===== config.mk =====
export PLATFORM = sky130hd
export DESIGN_NAME = icache_refill
export DESIGN_NICKNAME = d
export VERILOG_FILES = /design/src/rtl/cpu_consts.sv /design/src/rtl/icache_refill.sv
export SDC_FILE = /design/constraint.sdc
export NUM_CORES = 1
export LEC_CHECK = 0
export ABC_AREA = 1
export ABC_CLOCK_PERIOD_IN_PS = 2000
export CORE_AREA = 8 8 157 159
export DETAILED_ROUTE_END_ITERATION = 12
export DIE_AREA = 0 0 165 167
export HOLD_SLACK_MARGIN = 0.08
export PLACE_DENSITY_LB_ADDON = 0.08
export SETUP_SLACK_MARGIN = 0.5
export SYNTH_ARGS = -nofsm -noshare
export SYNTH_HDL_FRONTEND = slang
export SYNTH_SLANG_ARGS = --single-unit

===== constraint.sdc =====
create_clock -name clk -period 2 [get_ports clk]
set_clock_uncertainty 0.05 [all_clocks]
set_input_delay 0.4 -clock clk [delete_from_list [all_inputs] [get_ports clk]]
set_output_delay 0.4 -clock clk [all_outputs]
set_load 0.01 [all_outputs]

===== src/rtl/cpu_consts.sv =====
// Shared CPU constants and bus/cache record types.
// Used by the instruction-side refill path.
package cpu_consts;

    // Refill engine states. The engine keeps them as plain 2-bit constants.
    typedef enum logic [1:0] {
        RF_IDLE   = 2'd0,
        RF_REQ    = 2'd1,
        RF_DATA   = 2'd2,
        RF_COMMIT = 2'd3
    } refill_state_t;

    localparam int          LINE_BEATS      = 8;
    localparam logic [1:0]  IMEM_BURST_WRAP = 2'b10;
    localparam logic [2:0]  IMEM_SIZE_8B    = 3'd3;

    // Instruction-memory burst read request.
    typedef struct packed {
        logic [63:0] addr;
        logic [7:0]  len;
        logic [2:0]  size;
        logic [1:0]  burst;
    } imem_req_t;

    // One read beat returned by the bridge.
    typedef struct packed {
        logic        error;
        logic        last;
        logic [63:0] data;
    } fifo_entry_t;

    // Tag-array entry for a 128-set, 64-byte-line cache.
    typedef struct packed {
        logic        valid;
        logic [50:0] tag;
    } cache_tag_t;

endpackage


===== src/rtl/icache_refill.sv =====
// I-cache miss handler: invalidates the victim set, issues one wrapping
// burst for the 64-byte line, streams the beats into the data array,
// forwards the critical word, and reinstalls the tag on a clean fill.
module icache_refill
    import cpu_consts::*;
#(
    parameter int INDEX_W    = 7,
    parameter int TAG_W      = 51,
    parameter int LINE_BEATS = cpu_consts::LINE_BEATS
) (
    input  logic               clk,
    input  logic               rst_n,
    input  logic               miss_valid,
    output logic               miss_ready,
    input  logic [63:0]        miss_addr,
    input  logic               flush,
    output logic               imem_req_valid,
    input  logic               imem_req_ready,
    output imem_req_t          imem_req,
    input  logic               beat_valid,
    output logic               beat_ready,
    input  fifo_entry_t        beat,
    output logic               data_wr_en,
    output logic [INDEX_W-1:0] data_wr_index,
    output logic [2:0]         data_wr_word,
    output logic [63:0]        data_wr_data,
    output logic               tag_wr_en,
    output logic [INDEX_W-1:0] tag_wr_index,
    output cache_tag_t         tag_wr_data,
    output logic               cw_valid,
    output logic [63:0]        cw_data,
    output logic               refill_done,
    output logic               refill_error
);

    localparam logic [1:0] ST_IDLE   = RF_IDLE;
    localparam logic [1:0] ST_REQ    = RF_REQ;
    localparam logic [1:0] ST_DATA   = RF_DATA;
    localparam logic [1:0] ST_COMMIT = RF_COMMIT;

    localparam logic [2:0] LAST_BEAT = 3'(LINE_BEATS - 1);

    logic [1:0]  state_reg,    state_next;
    logic [63:3] addr_reg,     addr_next;
    logic [2:0]  beat_cnt_reg, beat_cnt_next;
    logic        killed_reg,   killed_next;
    logic        err_reg,      err_next;

    // Byte offset within a word never matters: requests are word aligned.
    logic unused_addr_bits;
    assign unused_addr_bits = ^miss_addr[2:0];

    // Line index and tag of the miss being serviced.
    logic [INDEX_W-1:0] cur_index;
    logic [TAG_W-1:0]   cur_tag;
    assign cur_index = addr_reg[6 +: INDEX_W];
    assign cur_tag   = addr_reg[63 -: TAG_W];

    // Next-state, output decode and beat protocol checking.
    always_comb begin
        state_next     = state_reg;
        addr_next      = addr_reg;
        beat_cnt_next  = beat_cnt_reg;
        killed_next    = killed_reg;
        err_next       = err_reg;

        miss_ready     = 1'b0;
        imem_req_valid = 1'b0;
        imem_req       = '0;
        beat_ready     = 1'b0;
        data_wr_en     = 1'b0;
        data_wr_index  = '0;
        data_wr_word   = '0;
        data_wr_data   = '0;
        tag_wr_en      = 1'b0;
        tag_wr_index   = '0;
        tag_wr_data    = '0;
        cw_valid       = 1'b0;
        cw_data        = '0;
        refill_done    = 1'b0;
        refill_error   = 1'b0;

        case (state_reg)
            ST_IDLE: begin
                miss_ready = 1'b1;
                if (miss_valid) begin
                    // Invalidate the set up front so a partial fill is never hit.
                    tag_wr_en     = 1'b1;
                    tag_wr_index  = miss_addr[6 +: INDEX_W];
                    addr_next     = miss_addr[63:3];
                    beat_cnt_next = 3'd0;
                    killed_next   = flush;
                    err_next      = 1'b0;
                    state_next    = ST_REQ;
                end
            end

            ST_REQ: begin
                imem_req_valid = 1'b1;
                imem_req.addr  = {addr_reg, 3'b000};
                imem_req.len   = 8'(LINE_BEATS - 1);
                imem_req.size  = IMEM_SIZE_8B;
                imem_req.burst = IMEM_BURST_WRAP;
                killed_next    = killed_reg | flush;
                if (imem_req_ready) begin
                    state_next = ST_DATA;
                end
            end

            ST_DATA: begin
                beat_ready    = 1'b1;
                killed_next   = killed_reg | flush;
                data_wr_index = cur_index;
                data_wr_word  = addr_reg[5:3] + beat_cnt_reg;
                data_wr_data  = beat.data;
                cw_data       = beat.data;
                if (beat_valid) begin
                    data_wr_en    = 1'b1;
                    cw_valid      = (beat_cnt_reg == 3'd0) && !killed_reg && !beat.error;
                    beat_cnt_next = beat_cnt_reg + 3'd1;
                    // Error beats and a misplaced or missing last both spoil the line.
                    if (beat.error || (beat.last != (beat_cnt_reg == LAST_BEAT))) begin
                        err_next = 1'b1;
                    end
                    if (beat.last || beat_cnt_reg == LAST_BEAT) begin
                        state_next = ST_COMMIT;
                    end
                end
            end

            default: begin
                killed_next = killed_reg | flush;
                if (!err_reg) begin
                    tag_wr_en         = 1'b1;
                    tag_wr_index      = cur_index;
                    tag_wr_data.valid = 1'b1;
                    tag_wr_data.tag   = cur_tag;
                end
                refill_done  = !killed_reg && !err_reg;
                refill_error = !killed_reg && err_reg;
                state_next   = ST_IDLE;
            end
        endcase
    end

    // State and miss-context registers.
    always_ff @(posedge clk or negedge rst_n) begin
        if (!rst_n) begin
            state_reg    <= ST_IDLE;
            addr_reg     <= '0;
            beat_cnt_reg <= '0;
            killed_reg   <= 1'b0;
            err_reg      <= 1'b0;
        end else begin
            state_reg    <= state_next;
            addr_reg     <= addr_next;
            beat_cnt_reg <= beat_cnt_next;
            killed_reg   <= killed_next;
            err_reg      <= err_next;
        end
    end

endmodule

==> summary by stage <==
Status
The flow ran to the end, but the final reports show violations. The checks that failed: setup timing.

Drt
The routed via count divided by cell count is 3.92. The number of detailed-routing iterations run before antenna repair is 4. The detail route stage leaves a number of antenna-violating nets equal to 0. The number of DRC markers after the initial detailed-route iteration is 186. The count of vias placed by the detailed router is 5,734.

The overall routed net length is 24.3 mm. For this run, design rule violations remaining after detail routing come to 0. After detailed routing, the average wire length per cell comes to 16.6 um.

Pwr
The total power density per cell area is 1420 nW/um^2. The static leakage is 0.00597 uW. The worst-case IR drop observed on VDD is 0.603 mV.

STA
Setup violations remaining at the end of the flow were counted as 206. The worst path in the final design needs a cycle of 2210 ps, including I/O delays and setup. The number of hold violations in the final report is 0. Once routing completed, OpenROAD measured the worst setup slack at -214 ps. On the final layout, the worst hold slack is 488 ps. Setup repair after global routing could not meet its margin everywhere. The max-slew violation count is 0. Timing would allow up to 452 MHz. The relative slew slack is 0.666.

For the pin with the worst max-slew slack, the measured transition is 501 ps. The share of the clock period used by the worst path after layout is 1.11.

Die
The floorplan step defined a die boundary enclosing 27,600 um^2. The placeable core area is 22,200 um^2. The initial utilization of the core area, before any placement, comes to 0.226. The overall die width is 165 um. The die outline height is 167 um.

The floorplan has 55 rows. Pin placement for this block handled 418 I/O pins.

Final layout
The number of standard cells in the final layout excluding fillers is 1,462. The number of flip-flops under the largest register name is 61. The total of fill cells in the finished design is 2,351. The finished cells cover 10,000 um^2.

The number of nets in the finished design is 1,318. The area used by multi-input combinational logic is 2300 um^2. Measured on the finished design, the core utilization comes to 0.450. From synthesis to final layout, the design area changed by 99.4%. In the final layout, the share of cells above drive strength 1 is 0.518. The area taken by flip-flops and latches is 1700 um^2. The number of antenna diodes in the final layout is 0.

Placed design
The number of port buffers is 404. The half-perimeter wire length after detailed placement is 17.9 mm. Routability-driven placement finished with a final weighted congestion of 0.753. OpenSTA, run right after detailed placement, puts the worst setup slack at -383 ps.

Once placement finished, the instance area stood at 9260 um^2. The cell count after placement is 1,392.

Setup path
STA classifies the critical path startpoint as a register. STA puts the critical path data required time at 1550 ps. The critical path capture point type is an output port. In this run the critical register-to-register path is launched from state_reg[1]. The most critical setup path has its startpoint at state_reg[0]. Along the worst path, the maximum fanout reaches 8. The start-to-end type of the worst setup path is reg -> out. Data arrives at the worst endpoint at 1760 ps.

Synthesis
Dividing the synthesized area by the synthesized cell count gives 6.51 um^2. The proportion of synthesized flip-flops having asynchronous set or reset is 1.00. The portion of the post-synthesis area used by sequential elements is 0.339. During synthesis, Yosys emitted a total of 0 warnings. After synthesis the cells add up to 5020 um^2.

The register bit count reported by yosys is 68. The dominant synthesized flop cell is sky130_fd_sc_hd__dfrtp_1. The synthesized instance count is 771. The synthesized netlist contains 22 unique library cells. The number of synthesized flops with an enable pin is 0.

Clock network
The tree is rooted in a sky130_fd_sc_hd__clkbuf_16. The clock edge transition at the registers on the reported setup and hold paths is 60 ps. The CTS sink count is 68. The level count of the clock H-tree is 3.

The clock latency on the worst-skew pair is 340 ps. The clock tree from TritonCTS is yes. The clock passes through at most 2 buffers. The total clock buffers created by CTS is 9.

GRT
The number of antenna violations at the first check in global routing is 0. Entering global routing, the biggest net connects 57 pins. The via count of the first global-routing pass came to 5,670. The first-pass GRT wire length is 33.6 mm. After global routing the overflow that remains totals 0.

For this run, the total global-route usage over all layers was measured as 0.159.

Hold path
The tightest min-delay check is of the in -> async type.

Run
The tool flagged a number of max-cap violations equal to 0.
[path summary, 6_finish.rpt]
| check | to | slack [ps] | cells after the start |
|---|---|---|---|
| max | imem_req[74] | -210 | 9 |
| min | addr_reg[36] | 490 | 2 |
| max reg2reg | addr_reg[11] | 90 | 9 |
| min reg2reg | addr_reg[5] | 500 | 2 |
| max in group asynchronous | killed_reg | 880 | 3 |
| min in group clk | addr_reg[5] | 500 | 2 |
[cell families after synthesis]
logic type	after synthesis	synth area share
adder cells (fa/ha/maj)	10	0.0264
AND/OR/NAND/NOR	293	0.225
flip-flops	68	0.339
buffers and inverters	326	0.324
other	1	0.000747
XOR/XNOR	1	0.00175
AO/OA/AOI/OAI	72	0.0830
[cell usage after synthesis (2+ instances only)]
master                     number  area [um^2]
sky130_fd_sc_hd__nand2_2        8         50.1
sky130_fd_sc_hd__inv_1        209          785
sky130_fd_sc_hd__clkbuf_1       2         7.51
sky130_fd_sc_hd__nand2_1      221          830
sky130_fd_sc_hd__buf_6          5         56.3
sky130_fd_sc_hd__dfrtp_1       68         1700
sky130_fd_sc_hd__o22ai_2        7         87.6
sky130_fd_sc_hd__buf_4         82          616
sky130_fd_sc_hd__nor2_1        59          221
sky130_fd_sc_hd__nand3_1        3         15.0
sky130_fd_sc_hd__buf_2         25          125
sky130_fd_sc_hd__ha_1           9          113
sky130_fd_sc_hd__o21ai_0       64          320
[report_power, final]
part           internal (uW)  total (uW)  switching, uW
registers               2050        2610            558
logic                   4700        9770           5070
clock network           1170        1820            657
[worst max-delay path, stage by stage, from the launching register on]
cell	delay [ps]
sky130_fd_sc_hd__dfrtp_2	450
sky130_fd_sc_hd__buf_6	140
sky130_fd_sc_hd__ha_4	150
sky130_fd_sc_hd__buf_6	110
sky130_fd_sc_hd__buf_12	130
sky130_fd_sc_hd__buf_12	140
sky130_fd_sc_hd__buf_6	110
sky130_fd_sc_hd__nand2_2	50
sky130_fd_sc_hd__inv_2	30
sky130_fd_sc_hd__buf_6	110
[final cells by class]
type	count	share of cell area
clock inverters	5	0.00825
inverters	210	0.0810
clock buffers	11	0.0253
multi-input cells	386	0.230
well taps	285	0.0356
repair buffers	497	0.450
flip-flops and latches	68	0.170
[per-stage QoR]
step | TNS, ps | power [uW]
finish | -21400 | 14200
global route | -36890 | 15300
CTS | -40990 | 12900
detailed placement | -14370 | 11200
global placement | -14700 | 11200
floorplan | 0 | 7310
[what timing repair did]
item / 4_1_cts / 5_1_grt
endpoints found under the setup margin: 334 / 339
hold endpoints to repair: 27 / 0
pin swaps: 2 / 7
cloned: 5 / 10
buffers inserted: 19 / 19
resized for setup: 661 / 510
hold buffers: 1 / 0
[per-layer routing]
layer	vias up	GRT usage	share of wire
li1	2892	-	-
met1	2600	0.164	0.36
met2	222	0.297	0.53
met3	20	0.0513	0.093
met4	0	0.0443	0.012
met5	-	0	0
[placed cells by master (no fill, tap or decap), types with 2 or more instances in the layout]
cell	instances
sky130_fd_sc_hd__clkdlybuf4s15_2	5
sky130_fd_sc_hd__nor2_4	10
sky130_fd_sc_hd__buf_16	6
sky130_fd_sc_hd__clkbuf_2	59
sky130_fd_sc_hd__buf_6	81
sky130_fd_sc_hd__nor2_1	41
sky130_fd_sc_hd__o21ai_0	63
sky130_fd_sc_hd__ha_1	4
sky130_fd_sc_hd__nor2_2	8
sky130_fd_sc_hd__buf_12	17
sky130_fd_sc_hd__conb_1	10
sky130_fd_sc_hd__dfrtp_1	66
sky130_fd_sc_hd__clkbuf_16	18
sky130_fd_sc_hd__buf_2	111
sky130_fd_sc_hd__dlymetal6s2s_1	2
sky130_fd_sc_hd__dlygate4sd2_1	22
sky130_fd_sc_hd__inv_2	115
sky130_fd_sc_hd__o22ai_2	5
sky130_fd_sc_hd__bufinv_16	2
sky130_fd_sc_hd__dfrtp_2	2
sky130_fd_sc_hd__buf_4	51
sky130_fd_sc_hd__nand2_1	132
sky130_fd_sc_hd__nand2_4	34
sky130_fd_sc_hd__inv_4	7
sky130_fd_sc_hd__clkinv_4	2
sky130_fd_sc_hd__inv_1	87
sky130_fd_sc_hd__clkbuf_8	2
sky130_fd_sc_hd__buf_8	2
sky130_fd_sc_hd__o22ai_4	2
sky130_fd_sc_hd__nand3_1	3
sky130_fd_sc_hd__clkdlybuf4s50_1	131
sky130_fd_sc_hd__ha_4	4
sky130_fd_sc_hd__nand2_2	62
(Power assumes the default switching activity.)
